## src/rtl/aes_kexp_pkg.sv

```systemverilog
// Shared definitions for the key-expansion sequencer.
//   state_t    : sequencer states
//   kexp_step  : one step of the 4-word XOR chain on zero-extended words
package aes_kexp_pkg;

    localparam int WORD_W_DEF = 4;
    localparam int ROUNDS_DEF = 10;

    // Widest word the shared step function handles; narrower words are
    // zero-extended, which is harmless because the chain is purely bitwise.
    localparam int KEXP_MAX_W = 64;

    typedef enum logic [1:0] {
        ST_IDLE = 2'd0,
        ST_EMIT = 2'd1,
        ST_DONE = 2'd2
    } state_t;

    typedef logic [3:0][KEXP_MAX_W-1:0] kexp_words_t;

    // Index 3 holds w0 (MS word), index 0 holds w3 (LS word).
    function automatic kexp_words_t kexp_step(input kexp_words_t w);
        kexp_words_t r;
        r[3] = w[3];
        r[2] = w[3] ^ w[2];
        r[1] = r[2] ^ w[1];
        r[0] = r[1] ^ w[0];
        return r;
    endfunction

endpackage

```

## src/rtl/aes_kexp_step_reg.sv

```systemverilog
// Key word register with XOR-chain expansion step.
//   clk, rst : clock, synchronous active-high reset (clears all words)
//   load     : capture key into w0..w3
//   step     : replace w0..w3 with one expansion step (ignored when load)
//   key      : {w0,w1,w2,w3} source for load
//   words    : current {w0,w1,w2,w3}
module aes_kexp_step_reg
    import aes_kexp_pkg::*;
#(
    parameter int WORD_W = WORD_W_DEF
) (
    input  logic                  clk,
    input  logic                  rst,
    input  logic                  load,
    input  logic                  step,
    input  logic [4*WORD_W-1:0]   key,
    output logic [4*WORD_W-1:0]   words
);

    logic [3:0][WORD_W-1:0] w_q;
    logic [3:0][WORD_W-1:0] w_step;
    kexp_words_t            ext;
    kexp_words_t            ext_step;

    always_comb begin
        ext = '0;
        for (int i = 0; i < 4; i++) begin
            ext[i][WORD_W-1:0] = w_q[i];
        end
        ext_step = kexp_step(ext);
        for (int i = 0; i < 4; i++) begin
            w_step[i] = ext_step[i][WORD_W-1:0];
        end
    end

    always_ff @(posedge clk) begin
        if (rst) begin
            w_q <= '0;
        end else if (load) begin
            w_q <= key;
        end else if (step) begin
            w_q <= w_step;
        end
    end

    assign words = w_q;

endmodule

```

## src/rtl/aes_kexp_seq.sv

```systemverilog
// Key-expansion sequencer: accepts a key, emits round 0..ROUNDS round keys
// over a valid/ready interface with full backpressure, then pulses done.
//   clk, rst                 : clock, synchronous active-high reset
//   start_valid/start_ready  : key load handshake (ready only in IDLE)
//   key                      : {w0,w1,w2,w3}, w0 = MS word
//   abort                    : cancel current sequence
//   rk_valid/rk_ready        : round key handshake
//   rk_data, rk_round        : round key and its index
//   busy                     : sequence in progress (EMIT or DONE)
//   done                     : one-cycle pulse after the last beat
//
// state   | meaning
// --------+--------------------------------------------------------
// ST_IDLE | waiting for a key, start_ready=1
// ST_EMIT | presenting round key rnd, waiting for rk_ready
// ST_DONE | last beat taken, done pulse, returns to IDLE
module aes_kexp_seq
    import aes_kexp_pkg::*;
#(
    parameter int WORD_W = WORD_W_DEF,
    parameter int ROUNDS = ROUNDS_DEF,
    parameter int RND_W  = $clog2(ROUNDS + 1)
) (
    input  logic                clk,
    input  logic                rst,
    input  logic                start_valid,
    output logic                start_ready,
    input  logic [4*WORD_W-1:0] key,
    input  logic                abort,
    output logic                rk_valid,
    input  logic                rk_ready,
    output logic [4*WORD_W-1:0] rk_data,
    output logic [RND_W-1:0]    rk_round,
    output logic                busy,
    output logic                done
);

    state_t           state_q, state_d;
    logic [RND_W-1:0] rnd_q, rnd_d;
    logic             load, step;

    aes_kexp_step_reg #(.WORD_W(WORD_W)) u_step_reg (
        .clk   (clk),
        .rst   (rst),
        .load  (load),
        .step  (step),
        .key   (key),
        .words (rk_data)
    );

    always_ff @(posedge clk) begin
        if (rst) begin
            state_q <= ST_IDLE;
            rnd_q   <= '0;
        end else begin
            state_q <= state_d;
            rnd_q   <= rnd_d;
        end
    end

    always_comb begin
        state_d = state_q;
        rnd_d   = rnd_q;
        load    = 1'b0;
        step    = 1'b0;
        case (state_q)
            ST_IDLE: begin
                // start beats abort here: abort has no meaning in IDLE
                if (start_valid) begin
                    load    = 1'b1;
                    rnd_d   = '0;
                    state_d = ST_EMIT;
                end
            end
            ST_EMIT: begin
                if (abort) begin
                    state_d = ST_IDLE;
                end else if (rk_ready) begin
                    // last-round check comes first so the counter never wraps
                    if (rnd_q == RND_W'(ROUNDS)) begin
                        state_d = ST_DONE;
                    end else begin
                        step  = 1'b1;
                        rnd_d = rnd_q + RND_W'(1);
                    end
                end
            end
            ST_DONE: begin
                state_d = ST_IDLE;
            end
            default: begin
                state_d = ST_IDLE;
            end
        endcase
    end

    assign start_ready = (state_q == ST_IDLE);
    assign rk_valid    = (state_q == ST_EMIT);
    assign busy        = (state_q == ST_EMIT) || (state_q == ST_DONE);
    assign done        = (state_q == ST_DONE);
    assign rk_round    = rnd_q;

endmodule

```

## config.mk

```make
export PLATFORM = sky130hd
export DESIGN_NAME = aes_kexp_seq
export DESIGN_NICKNAME = d
export VERILOG_FILES = /design/src/rtl/aes_kexp_pkg.sv /design/src/rtl/aes_kexp_step_reg.sv /design/src/rtl/aes_kexp_seq.sv
export SDC_FILE = /design/constraint.sdc
export NUM_CORES = 1
export LEC_CHECK = 0
export CAP_MARGIN = 0
export CORE_MARGIN = 5
export CORE_UTILIZATION = 32
export DETAILED_ROUTE_END_ITERATION = 16
export GPL_TIMING_DRIVEN = 1
export HOLD_SLACK_MARGIN = 0.06
export RECOVER_POWER = 50
export REMOVE_ABC_BUFFERS = 1
export SLEW_MARGIN = 15
export SYNTH_ARGS = -nofsm -noshare
export SYNTH_HDL_FRONTEND = slang
export SYNTH_HIERARCHICAL = 1
export SYNTH_SLANG_ARGS = --single-unit
```

## constraint.sdc

```tcl
create_clock -name clk -period 2.2 [get_ports clk]
set_clock_uncertainty 0.2 [all_clocks]
set_input_delay 0.22 -clock clk [delete_from_list [all_inputs] [get_ports clk]]
set_output_delay 0.22 -clock clk [all_outputs]
set_load 0.02 [all_outputs]
```

==> results.txt <==
- The flow ran to the end, and the final reports show no timing, DRC or antenna violations.
- Counting cells, the worst reg-to-reg path comes to 6.
* Share of the clock period used by the worst path after layout: 0.928
* Total leakage power: 0.806 nW
- Area of the core: 3970 um2
- The die is 73.7 um wide.
- Synthesized-area fraction occupied by adder cells: 0.0578
* Starting Density: 0.327
- Flop-to-flop setup slack: 160 ps
- Top cell type's share of synthesized area: 0.339
* Main combinational cell family by area after synthesis: simple AND/OR/NAND/NOR gates
- Final hold analysis gives a worst-case slack of 332 ps.
- TritonCTS built the clock tree.
* Grt met2 use: 0.238
- In the routed design, unresolved DRC markers number 0.
- # port buffers: 44
- The global routing stage identified its most utilized layer as met2.
* Number of global-route vias before repair: 1271
- Summing all placed instances gives a cell area of 1860 um2.
- The biggest area contributor in the post-synthesis netlist is sky130_fd_sc_hd__dfxtp_1.
* Final number of max-transition violations: 0
- Maximum vdd drop: 0.223 mV
- Distinct cell type count of the synthesized netlist: 43
* Worst Max-Slew Pin Slew: 496 ps
- Detail-routed net length per standard cell: 14.3 um
* Endpoint of the lowest-slack register-to-register path: u_step_reg/words[2]$_SDFFE_PP0P_
- Once layout is done, the placed cells without fillers occupy 1910 um2.
- Mean instance size in the synthesized netlist: 9.28 um2
* Met1 Track Usage GR: 0.162
* Setup repair after global routing missed its margin: false
* Fraction of layout instances using a drive strength above 1: 0.108
* Hold Violations, Final: 0
- The share of the Yosys chip area taken by registers is 0.339.
- The count of nets left with antenna violations once routing finished came out at 0.
- Vertical die dimension: 73.7 um
- Clk_lat worst skew: 260 ps
* Vias: 1210
* Vias per cell: 4.96
- Final total negative setup slack: 0 ps
- Most area-consuming cells after synthesis: sky130_fd_sc_hd__dfxtp_1 34%, sky130_fd_sc_hd__nor2_1 6.6%, sky130_fd_sc_hd__ha_1 5.8%, sky130_fd_sc_hd__xnor3_1 5.2%, sky130_fd_sc_hd__mux2i_1 4.6%
- Cell Pwr Density: 591 nW/um2
* Multiplexer share of the synthesized area: 0.0462
* Layout-stage area growth over the synthesis result: 47.1%
- Biggest fanout along the worst timing path: 13
- Hold Path End: state_q[1]$_SDFFE_PP0P_
- Drt pass-1 iters: 4
- Arrival time of data at the critical path endpoint: 1980 ps
- At the end of routability-driven placement, the weighted congestion stood at 0.813.
- Static timing analysis puts the maximum clock frequency at 490 MHz.
- Class of the most critical hold timing path: reg2reg
- The compound-cell area share of the yosys netlist came to 0.154.
- Reg2Reg Launch Point: state_q[1]$_SDFFE_PP0P_
* Number of warnings issued by yosys: 6
- Total setup buffers inserted after CTS: 0
- Counting along the longest clock path gives a buffer depth of 2.
- Num CTS Buffers: 3
- For this run, global-route usage on met3 was measured as 0.0109.
* Number of violations reported at the end of detailed-routing iteration 0: 70
- Hold path startpoint: state_q[1]$_SDFFE_PP0P_
* Max_slew headroom: 0.669
- Detailed placement HPWL: 2700 um
* Xor/xnor cell area share of the yosys netlist: 0.118
- Entering global routing, the biggest net connects 17 pins.
- Of the total synthesized cell area, the portion taken by AND, OR, NAND and NOR gates is 0.248.
* Clock Sink Count: 22
* H-tree levels: 1
* Number of max-cap violations: 0
* Layout net count: 222
- Worst setup SP type: flip-flop
- Total I/O pin count: 45
- The worst setup path is captured at a flip-flop.
- The number of antenna diodes in the final layout is 0.
* Smallest setup slack after layout: 158 ps
- Cells after Synth: 140
- Crit path required time: 2140 ps
- Root Driver: sky130_fd_sc_hd__clkbuf_8
* Aggregate routed wire length: 3490 um
- Setup violators final: 0
* Worst Setup Path Type: reg2reg
* Worst slack at placement: -41.0 ps
* Global-route wire length before repair: 5730 um
- Hold Path Stages: 2
* GRT Resource Usage Total: 0.131
- Synthesized flop and latch total: 22
- Synthesized area: 1300 um2
- Overall overflow remaining after global route: 0
* # rows: 23
- Power comes to 1.13 mW.
* Clock transition at the registers of the reported paths: 80 ps
- For the finished layout, the period the worst path requires is 2040 ps.
* Antenna violations before repair: 0
- The die covers 5430 um2.
==> per-layer routing <==
layer / up-vias / wire (um)
li1: 614 / -
met1: 579 / 1550
met2: 15 / 1860
met3: 2 / 55
met4: 0 / 25
met5: - / 0
==> how the worst max path moves through the flow <==
stage	slack (ps)	start	to	cells after the start
after floorplan	-180	state_q[1]$_SDFFE_PP0P_	u_step_reg/words[7]$_SDFFE_PP0P_	8
after global placement	70	rk_ready	u_step_reg/words[7]$_SDFFE_PP0P_	7
after detailed placement	-40	rk_ready	u_step_reg/words[5]$_SDFFE_PP0P_	7
after CTS	4	state_q[1]$_SDFFE_PP0P_	u_step_reg/words[5]$_SDFFE_PP0P_	8
after global routing	4	state_q[1]$_SDFFE_PP0P_	u_step_reg/words[1]$_SDFFE_PP0P_	6
final	160	state_q[1]$_SDFFE_PP0P_	u_step_reg/words[2]$_SDFFE_PP0P_	6
==> cell families after synthesis <==
kind of cell    Yosys count
mux                       6
flops                    22
xor+xnor                 11
simple gates             56
compound gates           27
buf+inv                  12
fa+ha+maj                 6
==> cells in the mapped netlist <==
cell	number
sky130_fd_sc_hd__clkinv_1	2
sky130_fd_sc_hd__nand2b_4	1
sky130_fd_sc_hd__nor2_1	23
sky130_fd_sc_hd__o22ai_1	1
sky130_fd_sc_hd__and2_1	1
sky130_fd_sc_hd__xor3_1	1
sky130_fd_sc_hd__nor4b_1	3
sky130_fd_sc_hd__nand3_1	2
sky130_fd_sc_hd__a211oi_1	4
sky130_fd_sc_hd__xnor3_1	3
sky130_fd_sc_hd__o41ai_1	2
sky130_fd_sc_hd__nor2b_1	2
sky130_fd_sc_hd__dfxtp_1	22
sky130_fd_sc_hd__nand3b_4	1
sky130_fd_sc_hd__ha_1	6
sky130_fd_sc_hd__a31oi_1	1
sky130_fd_sc_hd__a41oi_1	1
sky130_fd_sc_hd__inv_1	6
sky130_fd_sc_hd__a21bo_2	1
sky130_fd_sc_hd__nand2_4	1
sky130_fd_sc_hd__a2111oi_1	3
sky130_fd_sc_hd__nand4_1	1
sky130_fd_sc_hd__a21oi_1	3
sky130_fd_sc_hd__xor2_1	4
sky130_fd_sc_hd__a221oi_1	1
sky130_fd_sc_hd__nor3_1	1
sky130_fd_sc_hd__nand3b_1	1
sky130_fd_sc_hd__buf_4	1
sky130_fd_sc_hd__or4_1	1
sky130_fd_sc_hd__a21boi_0	1
sky130_fd_sc_hd__nand4b_1	1
sky130_fd_sc_hd__o21ai_0	5
sky130_fd_sc_hd__nand2b_1	3
sky130_fd_sc_hd__buf_1	1
sky130_fd_sc_hd__a311oi_1	4
sky130_fd_sc_hd__mux2i_1	6
sky130_fd_sc_hd__and4bb_2	1
sky130_fd_sc_hd__or4b_1	1
sky130_fd_sc_hd__xnor2_1	3
sky130_fd_sc_hd__or3_1	3
sky130_fd_sc_hd__nand2_1	8
sky130_fd_sc_hd__clkbuf_1	2
sky130_fd_sc_hd__and3b_2	1
==> placed cells by master (no fill, tap or decap), types with 3 or more instances in the layout <==
master,instances
sky130_fd_sc_hd__buf_4,9
sky130_fd_sc_hd__a21oi_1,3
sky130_fd_sc_hd__a211oi_1,4
sky130_fd_sc_hd__ha_1,6
sky130_fd_sc_hd__nand2_1,8
sky130_fd_sc_hd__mux2i_1,6
sky130_fd_sc_hd__xor2_1,4
sky130_fd_sc_hd__xnor3_1,3
sky130_fd_sc_hd__nand2b_1,3
sky130_fd_sc_hd__a2111oi_1,3
sky130_fd_sc_hd__inv_1,6
sky130_fd_sc_hd__nor4b_1,3
sky130_fd_sc_hd__xnor2_1,3
sky130_fd_sc_hd__a311oi_1,4
sky130_fd_sc_hd__or3_1,3
sky130_fd_sc_hd__nor2_1,23
sky130_fd_sc_hd__o21ai_0,5
sky130_fd_sc_hd__dfxtp_1,22
sky130_fd_sc_hd__clkdlybuf4s50_1,26
sky130_fd_sc_hd__clkbuf_8,4
sky130_fd_sc_hd__dlygate4sd3_1,18
==> cell type report <==
cell class / instances / area, um2
flip-flops and latches: 22 / 440
repair buffers: 54 / 513
fillers: 377 / 2060
clock buffers: 4 / 55.1
inverters: 8 / 30.0
multi-input cells: 106 / 810
well taps: 50 / 62.6
==> worst max-delay path, stage by stage (launching register included) <==
cell	delay, ps
sky130_fd_sc_hd__dfxtp_1	340
sky130_fd_sc_hd__inv_1	110
sky130_fd_sc_hd__ha_1	250
sky130_fd_sc_hd__and2_1	170
sky130_fd_sc_hd__clkbuf_2	330
sky130_fd_sc_hd__nor2_1	100
sky130_fd_sc_hd__a2111oi_1	430
==> state kept, by name, summed over array words and instances, names as in the netlist <==
register / count
rk_round: 4
state_q: 2
u_step_reg/words: 16
==> per-stage QoR <==
step / std cells / utilization
floorplan: 136 / -
global placement: 240 / 0.468
detailed placement: 240 / 0.468
CTS: 244 / 0.482
global route: 244 / 0.481
finish: 244 / 0.481
==> power by group <==
group          internal (mW)  leakage [nW]  switching, mW
Clock                  0.159        0.0288          0.132
Sequential             0.432         0.181         0.0348
Combinational          0.196         0.596          0.175
Total                  0.787         0.806          0.341
==> what timing repair did <==
action	4_1_cts	5_1_grt
endpoints found under the setup margin	0	5
hold buffers	0	0
resized for setup	0	1
Power figures use the tool's default switching activity.
